$ cat src/rtl/btle_rx_pkt_decoder.sv
// BLE receive packet decoder: preamble/access-address search,
// de-whitening, header/payload octet write-out and CRC check.
`timescale 1ns/1ps
module btle_rx_pkt_decoder #(
  parameter int CRC_STATE_BIT_WIDTH      = 24,
  parameter int CHANNEL_NUMBER_BIT_WIDTH = 6,
  parameter int LEN_UNIQUE_BIT_SEQUENCE  = 32,
  parameter int MAX_PAYLOAD_LEN          = 37
) (
  input  logic                                clk,
  input  logic                                rst_n,
  input  logic                                phy_bit,
  input  logic                                phy_bit_valid,
  input  logic [7:0]                          preamble,
  input  logic [LEN_UNIQUE_BIT_SEQUENCE-1:0]  access_address,
  input  logic [CRC_STATE_BIT_WIDTH-1:0]      crc_state_init_bit,
  input  logic                                crc_state_init_bit_load,
  input  logic [CHANNEL_NUMBER_BIT_WIDTH-1:0] channel_number,
  input  logic                                channel_number_load,
  output logic [7:0]                          pdu_octet_mem_data,
  output logic [5:0]                          pdu_octet_mem_addr,
  output logic                                pdu_octet_mem_we,
  output logic [7:0]                          payload_length,
  output logic                                aa_detected,
  output logic                                decode_done,
  output logic                                decode_error,
  output logic                                crc_ok
);

  localparam int SW    = LEN_UNIQUE_BIT_SEQUENCE + 8;
  localparam int CW    = CRC_STATE_BIT_WIDTH;
  localparam int CHW   = CHANNEL_NUMBER_BIT_WIDTH;
  localparam int CNT_W = 11;

  localparam logic [1:0] S_SEARCH  = 2'd0;
  localparam logic [1:0] S_HEADER  = 2'd1;
  localparam logic [1:0] S_PAYLOAD = 2'd2;
  localparam logic [1:0] S_CRC     = 2'd3;

  localparam logic [CW-1:0]  CRC_TAPS = CW'(24'h00065A);
  localparam logic [CW-1:0]  INIT_RST = CW'(24'h555555);
  localparam logic [CHW-1:0] CH_RST   = CHW'(37);
  localparam logic [7:0]     MAX_LEN  = 8'(MAX_PAYLOAD_LEN);

  logic [1:0]       state_q, state_d;
  logic [SW-1:0]    sreg_q, sreg_d;
  logic [CNT_W-1:0] cnt_q, cnt_d;
  logic [7:0]       oct_q, oct_d;
  logic [5:0]       addr_q, addr_d;
  logic [7:0]       len_q, len_d;
  logic [6:0]       w_q, w_d;
  logic [CW-1:0]    c_q, c_d;
  logic             fail_q, fail_d;
  logic             ok_q, ok_d;
  logic             aa_q, aa_d;
  logic             done_q, done_d;
  logic             err_q, err_d;
  logic             we_q, we_d;
  logic [7:0]       data_q, data_d;
  logic [5:0]       waddr_q, waddr_d;
  logic [CHW-1:0]   ch_q, ch_d;
  logic [CW-1:0]    init_q, init_d;

  logic             d, fb, miss;
  logic [7:0]       oct_nx;
  logic [SW-1:0]    sreg_nx;
  logic [6:0]       w_nx;
  logic [CW-1:0]    c_nx;
  logic [CNT_W-1:0] pay_last;

  always_comb begin
    d        = phy_bit ^ w_q[6];
    fb       = c_q[CW-1] ^ d;
    miss     = d != c_q[CW-1];
    oct_nx   = {d, oct_q[7:1]};
    sreg_nx  = {phy_bit, sreg_q[SW-1:1]};
    w_nx     = {w_q[5], w_q[4], w_q[3] ^ w_q[6],
                w_q[2], w_q[1], w_q[0], w_q[6]};
    c_nx     = {c_q[CW-2:0], fb} ^ (fb ? CRC_TAPS : '0);
    pay_last = CNT_W'({len_q, 3'b000}) - CNT_W'(1);

    state_d = state_q;
    sreg_d  = sreg_q;
    cnt_d   = cnt_q;
    oct_d   = oct_q;
    addr_d  = addr_q;
    len_d   = len_q;
    w_d     = w_q;
    c_d     = c_q;
    fail_d  = fail_q;
    ok_d    = ok_q;
    data_d  = data_q;
    waddr_d = waddr_q;
    aa_d    = 1'b0;
    done_d  = 1'b0;
    err_d   = 1'b0;
    we_d    = 1'b0;
    ch_d    = channel_number_load ? channel_number : ch_q;
    init_d  = crc_state_init_bit_load ? crc_state_init_bit : init_q;

    if (phy_bit_valid) begin
      case (state_q)
        S_SEARCH: begin
          sreg_d = sreg_nx;
          if (sreg_nx[7:0] == preamble &&
              sreg_nx[SW-1:8] == access_address) begin
            aa_d    = 1'b1;
            state_d = S_HEADER;
            cnt_d   = '0;
            addr_d  = '0;
            ok_d    = 1'b0;
            fail_d  = 1'b0;
            w_d     = {ch_q[0], ch_q[1], ch_q[2], ch_q[3],
                       ch_q[4], ch_q[5], 1'b1};
            c_d     = init_q;
          end
        end
        S_HEADER, S_PAYLOAD: begin
          w_d   = w_nx;
          c_d   = c_nx;
          oct_d = oct_nx;
          cnt_d = cnt_q + CNT_W'(1);
          if (cnt_q[2:0] == 3'd7) begin
            we_d    = 1'b1;
            data_d  = oct_nx;
            waddr_d = addr_q;
            addr_d  = addr_q + 6'd1;
          end
          if (state_q == S_HEADER && cnt_q == CNT_W'(15)) begin
            len_d = oct_nx;
            cnt_d = '0;
            if (oct_nx > MAX_LEN) begin
              err_d   = 1'b1;
              state_d = S_SEARCH;
              sreg_d  = '0;
            end else if (oct_nx == 8'd0) begin
              state_d = S_CRC;
            end else begin
              state_d = S_PAYLOAD;
            end
          end
          if (state_q == S_PAYLOAD && cnt_q == pay_last) begin
            cnt_d   = '0;
            state_d = S_CRC;
          end
        end
        default: begin
          // Shifting the frozen CRC walks c[23-k] into the MSB.
          w_d    = w_nx;
          c_d    = {c_q[CW-2:0], 1'b0};
          cnt_d  = cnt_q + CNT_W'(1);
          fail_d = fail_q | miss;
          if (cnt_q == CNT_W'(CW - 1)) begin
            done_d  = 1'b1;
            ok_d    = ~(fail_q | miss);
            state_d = S_SEARCH;
            sreg_d  = '0;
          end
        end
      endcase
    end
  end

  always_ff @(posedge clk) begin
    if (!rst_n) begin
      state_q <= S_SEARCH;
      sreg_q  <= '0;
      cnt_q   <= '0;
      oct_q   <= '0;
      addr_q  <= '0;
      len_q   <= '0;
      w_q     <= '0;
      c_q     <= '0;
      fail_q  <= 1'b0;
      ok_q    <= 1'b0;
      aa_q    <= 1'b0;
      done_q  <= 1'b0;
      err_q   <= 1'b0;
      we_q    <= 1'b0;
      data_q  <= '0;
      waddr_q <= '0;
      ch_q    <= CH_RST;
      init_q  <= INIT_RST;
    end else begin
      state_q <= state_d;
      sreg_q  <= sreg_d;
      cnt_q   <= cnt_d;
      oct_q   <= oct_d;
      addr_q  <= addr_d;
      len_q   <= len_d;
      w_q     <= w_d;
      c_q     <= c_d;
      fail_q  <= fail_d;
      ok_q    <= ok_d;
      aa_q    <= aa_d;
      done_q  <= done_d;
      err_q   <= err_d;
      we_q    <= we_d;
      data_q  <= data_d;
      waddr_q <= waddr_d;
      ch_q    <= ch_d;
      init_q  <= init_d;
    end
  end

  assign pdu_octet_mem_data = data_q;
  assign pdu_octet_mem_addr = waddr_q;
  assign pdu_octet_mem_we   = we_q;
  assign payload_length     = len_q;
  assign aa_detected        = aa_q;
  assign decode_done        = done_q;
  assign decode_error       = err_q;
  assign crc_ok             = ok_q;

endmodule

$ cat config.mk
export PLATFORM = sky130hd
export DESIGN_NAME = btle_rx_pkt_decoder
export DESIGN_NICKNAME = d
export VERILOG_FILES = /design/src/rtl/btle_rx_pkt_decoder.sv
export SDC_FILE = /design/constraint.sdc
export NUM_CORES = 1
export LEC_CHECK = 0
export ABC_AREA = 0
export BUFFER_PORTS_ARGS = -buffer_cell sky130_fd_sc_hd__buf_2
export CORE_AREA = 2 2 131 133
export CTS_BUF_LIST = sky130_fd_sc_hd__clkbuf_8
export DETAILED_ROUTE_END_ITERATION = 10
export DIE_AREA = 0 0 133 135
export GPL_ROUTABILITY_DRIVEN = 1
export MAX_ROUTING_LAYER = met4
export PLACE_DENSITY = 0.68
export SYNTH_ARGS = -nofsm -noshare
export SYNTH_HDL_FRONTEND = slang
export SYNTH_SLANG_ARGS = --single-unit
export TNS_END_PERCENT = 1
$ cat constraint.sdc
create_clock -name clk -period 3.6 [get_ports clk]
set_clock_uncertainty 0.2 [all_clocks]
set_input_delay 0 -clock clk [delete_from_list [all_inputs] [get_ports clk]]
set_output_delay 0 -clock clk [all_outputs]
set_load 0.05 [all_outputs]
==> reports/results.txt <==
Outcome: completed
Sequential-to-total area share from yosys stat: 0.424
Worst-case clock buffer depth: 2
Crit-path slowest cell: or4_1
Largest net degree at the start of global routing: 54
Routed len/inst: 16.1 um
First-pass iteration count of the detailed router: 7
Setup crit start kind: flip-flop
Final setup violating endpoints: 0
Clock Tree Root: clkbuf_8
Hpwl dp: 12300 um
Post-synth top area cell: dfxtp_1
Cell depth of the worst setup path: 6
P_leak: 3.68 nW
Num CTS Buffers: 17
Switching pwr: 0.825 mW
Synth Register Bits: 154
Placed Cells incl. Taps: 1124
Cell chain of the critical path: or4_1 -> a2111oi_2 -> nor3_1 -> o311a_1 -> or4_4 -> a32o_1
Clock Sinks: 154
Sequential power share: 0.499
Grt total ovfl: 0
Critical path launch point: payload_length[0]
Crit-path leading delay family: simple AND/OR/NAND/NOR gates
R2R Path End: state_q[0]
Die X: 133 um
Via density: 5.62
Post-route ant nets: 0
Internal reg-to-reg setup slack: 0.82 ns
Final max-slew violation count: 0
Min Clock Period, post-route: 2.78 ns
Share of cells above drive strength 1: 0.156
PD cells: 384 nW/um^2
Core footprint: 16400 um^2
Most frequent cell after synthesis: dfxtp_1
Unique masters post-synth: 62
H-tree depth: 4
Clock share of power: 0.423
Final period util: 0.773
Fin Hold WS: 0.142 ns
Vias in the first global route: 6341
WP data arrival: 2.93 ns
Fill cells: 1495
Final Hold Fails: 0
Synth Instances: 858
Worst slack, placed: 0.826 ns
Internal: 2.67 mW
# rows: 47
Avg Synthesized Cell Area: 8.48 um^2
Vias: 6935
Worst path bufs/invs: 0
Sw Ratio: 0.236
EDFF count, synth: 0
Synth cell count leaders: 154 x dfxtp_1, 115 x nand2_1, 78 x a21oi_1
Die area: 18000 um^2
Total Nets Final: 1085
Starting Density: 0.444
Global-route wire length before repair: 32300 um
Footprint of the multi-input gates: 3860 um^2
Critical path endpoint category: flip-flop
Worst-path fanout max: 7
Main synth FF type: dfxtp_1
Syn Nets: 942
Area grow syn2layout: 25.0%
Cells taking the most area after synthesis: dfxtp_1 42%, mux2i_1 6.3%, nand2_1 5.9%
Register area: 3080 um^2
Reg-to-Reg Start: payload_length[0]
Post-Syn Area: 7280 um^2
Clock transition at path regs: 0.08 ns
Clock Latency Late Sink: 0.46 ns
Critical path capture point: state_q[0]
Initial antenna violation count: 0
Chip Height: 135 um
DR iter-0 viols: 634
TritonCTS clock tree: built
Port Buf Inserts: 102
Final setup margin: 0.818 ns
Fraction of registers with async set/reset: 0
Critical path class: reg -> reg
Hold Path Class: in -> reg
Synth warn: 0
Logic pwr share: 0.078
Num ports: 103
Gr usage total: 0.229
Setup TNS: 0 ns
RSZ-0062 raised after global routing: false
Fmax: 0.359 GHz
Slew @ Worst Pin: 0.767 ns
Antenna cells: 0
DRC errors left: 0
Yosys top cell area share: 0.424
Post-CTS sizing: 0
Critical Path Max Stage Delay: 0.55 ns
Reg2Reg Depth: 6
Max_slew headroom: 0.483
Peak supply drop: 0.401 mV
MaxCap Viol Count: 0
Layout Cells excl Fill: 1234
Worst endpoint required time: 3.75 ns
GP Congestion: 0.886
Total wire length: 19900 um
==> repair_timing <==
action	CTS	global route
hold buffers	78	0
hold endpoints to repair	50	0
buffers inserted	0	0
==> worst min-delay path by stage <==
stage / startpoint / to / slack [ns] / cells after the start
after global routing: access_address[30] / cnt_q[4] / 0.17 / 7
after detailed placement: crc_state_init_bit[0] / init_q[0] / 0.02 / 3
after CTS: preamble[5] / cnt_q[6] / 0.10 / 7
after floorplan: channel_number[0] / ch_q[0] / -0.07 / 2
after global placement: channel_number[5] / ch_q[5] / 0.01 / 3
final: access_address[10] / cnt_q[4] / 0.14 / 7
==> sequential cells by signal, summed over array words and instances (netlist names), 2 cells and up <==
signal	count
addr_q	6
c_q	24
ch_q	6
cnt_q	11
init_q	24
oct_q	7
payload_length	8
pdu_octet_mem_addr	6
pdu_octet_mem_data	8
sreg_q	39
state_q	2
w_q	7
==> worst reg2reg max path, stage by stage (launching register included) <==
cell	delay, ns
dfxtp_1	0.37
or4_1	0.55
a2111oi_2	0.22
nor3_1	0.14
o311a_1	0.40
or4_4	0.53
a32o_1	0.26
==> metrics by stage <==
| step | total power, mW | utilization | cell area [um^2] |
|---|---|---|---|
| after floorplan | 1.88 | - | 7280 |
| after global placement | 1.96 | 0.479 | 7870 |
| after detailed placement | 1.96 | 0.479 | 7870 |
| after CTS | 3.50 | 0.554 | 9100 |
| after global routing | 3.61 | 0.554 | 9100 |
| final | 3.49 | 0.554 | 9100 |
==> layer usage <==
layer,up-vias,global-route usage,share of wire
met5,-,-,0
met4,0,0.0735,0.014
met3,29,0.0390,0.050
met2,205,0.353,0.46
met1,3324,0.306,0.47
li1,3377,-,-
==> power groups by stage <==
| stage | combinational (mW) | sequential [mW] | clock [mW] |
|---|---|---|---|
| 2_1_floorplan | 0.109 | 1.77 | 0 |
| 3_3_place_gp | 0.183 | 1.78 | 0 |
| 3_5_place_dp | 0.184 | 1.78 | 0 |
| 4_1_cts | 0.264 | 1.74 | 1.49 |
| 5_1_grt | 0.297 | 1.74 | 1.57 |
| 6_report | 0.273 | 1.74 | 1.48 |
==> placed cells by master, fill, tap and decap left out, drive strengths merged, types with 7 or more instances in the layout <==
master,n
nor4,24
xnor2,9
inv,13
a21oi,78
nand2,115
dfxtp,154
o21ai,15
clkinv,7
clkbuf,19
nor3,61
nand4,8
nand2b,9
xor2,46
nor2,40
ha,8
a211oi,8
dlygate4sd3,78
mux2i,46
a222oi,17
buf,114
nand3,58
==> final cells by class <==
cell class | count | area share
multi-input combinational | 624 | 0.424
clock inverter | 13 | 0.0209
clock buffer | 19 | 0.0287
sequential | 154 | 0.339
timing repair buffer | 192 | 0.152
tap | 220 | 0.0303
inverter | 12 | 0.00509
==> cells by family (layout without fill, tap and decap cells) <==
family	count (synthesis)	in the layout	synth area share
simple gates	350	350	0.234
compound gates	165	165	0.153
flops	154	154	0.424
buf+inv	80	236	0.0466
xor+xnor	55	55	0.0662
mux	46	46	0.0633
fa+ha+maj	8	8	0.0138
Note: power is estimated with default switching activity, not from simulation.
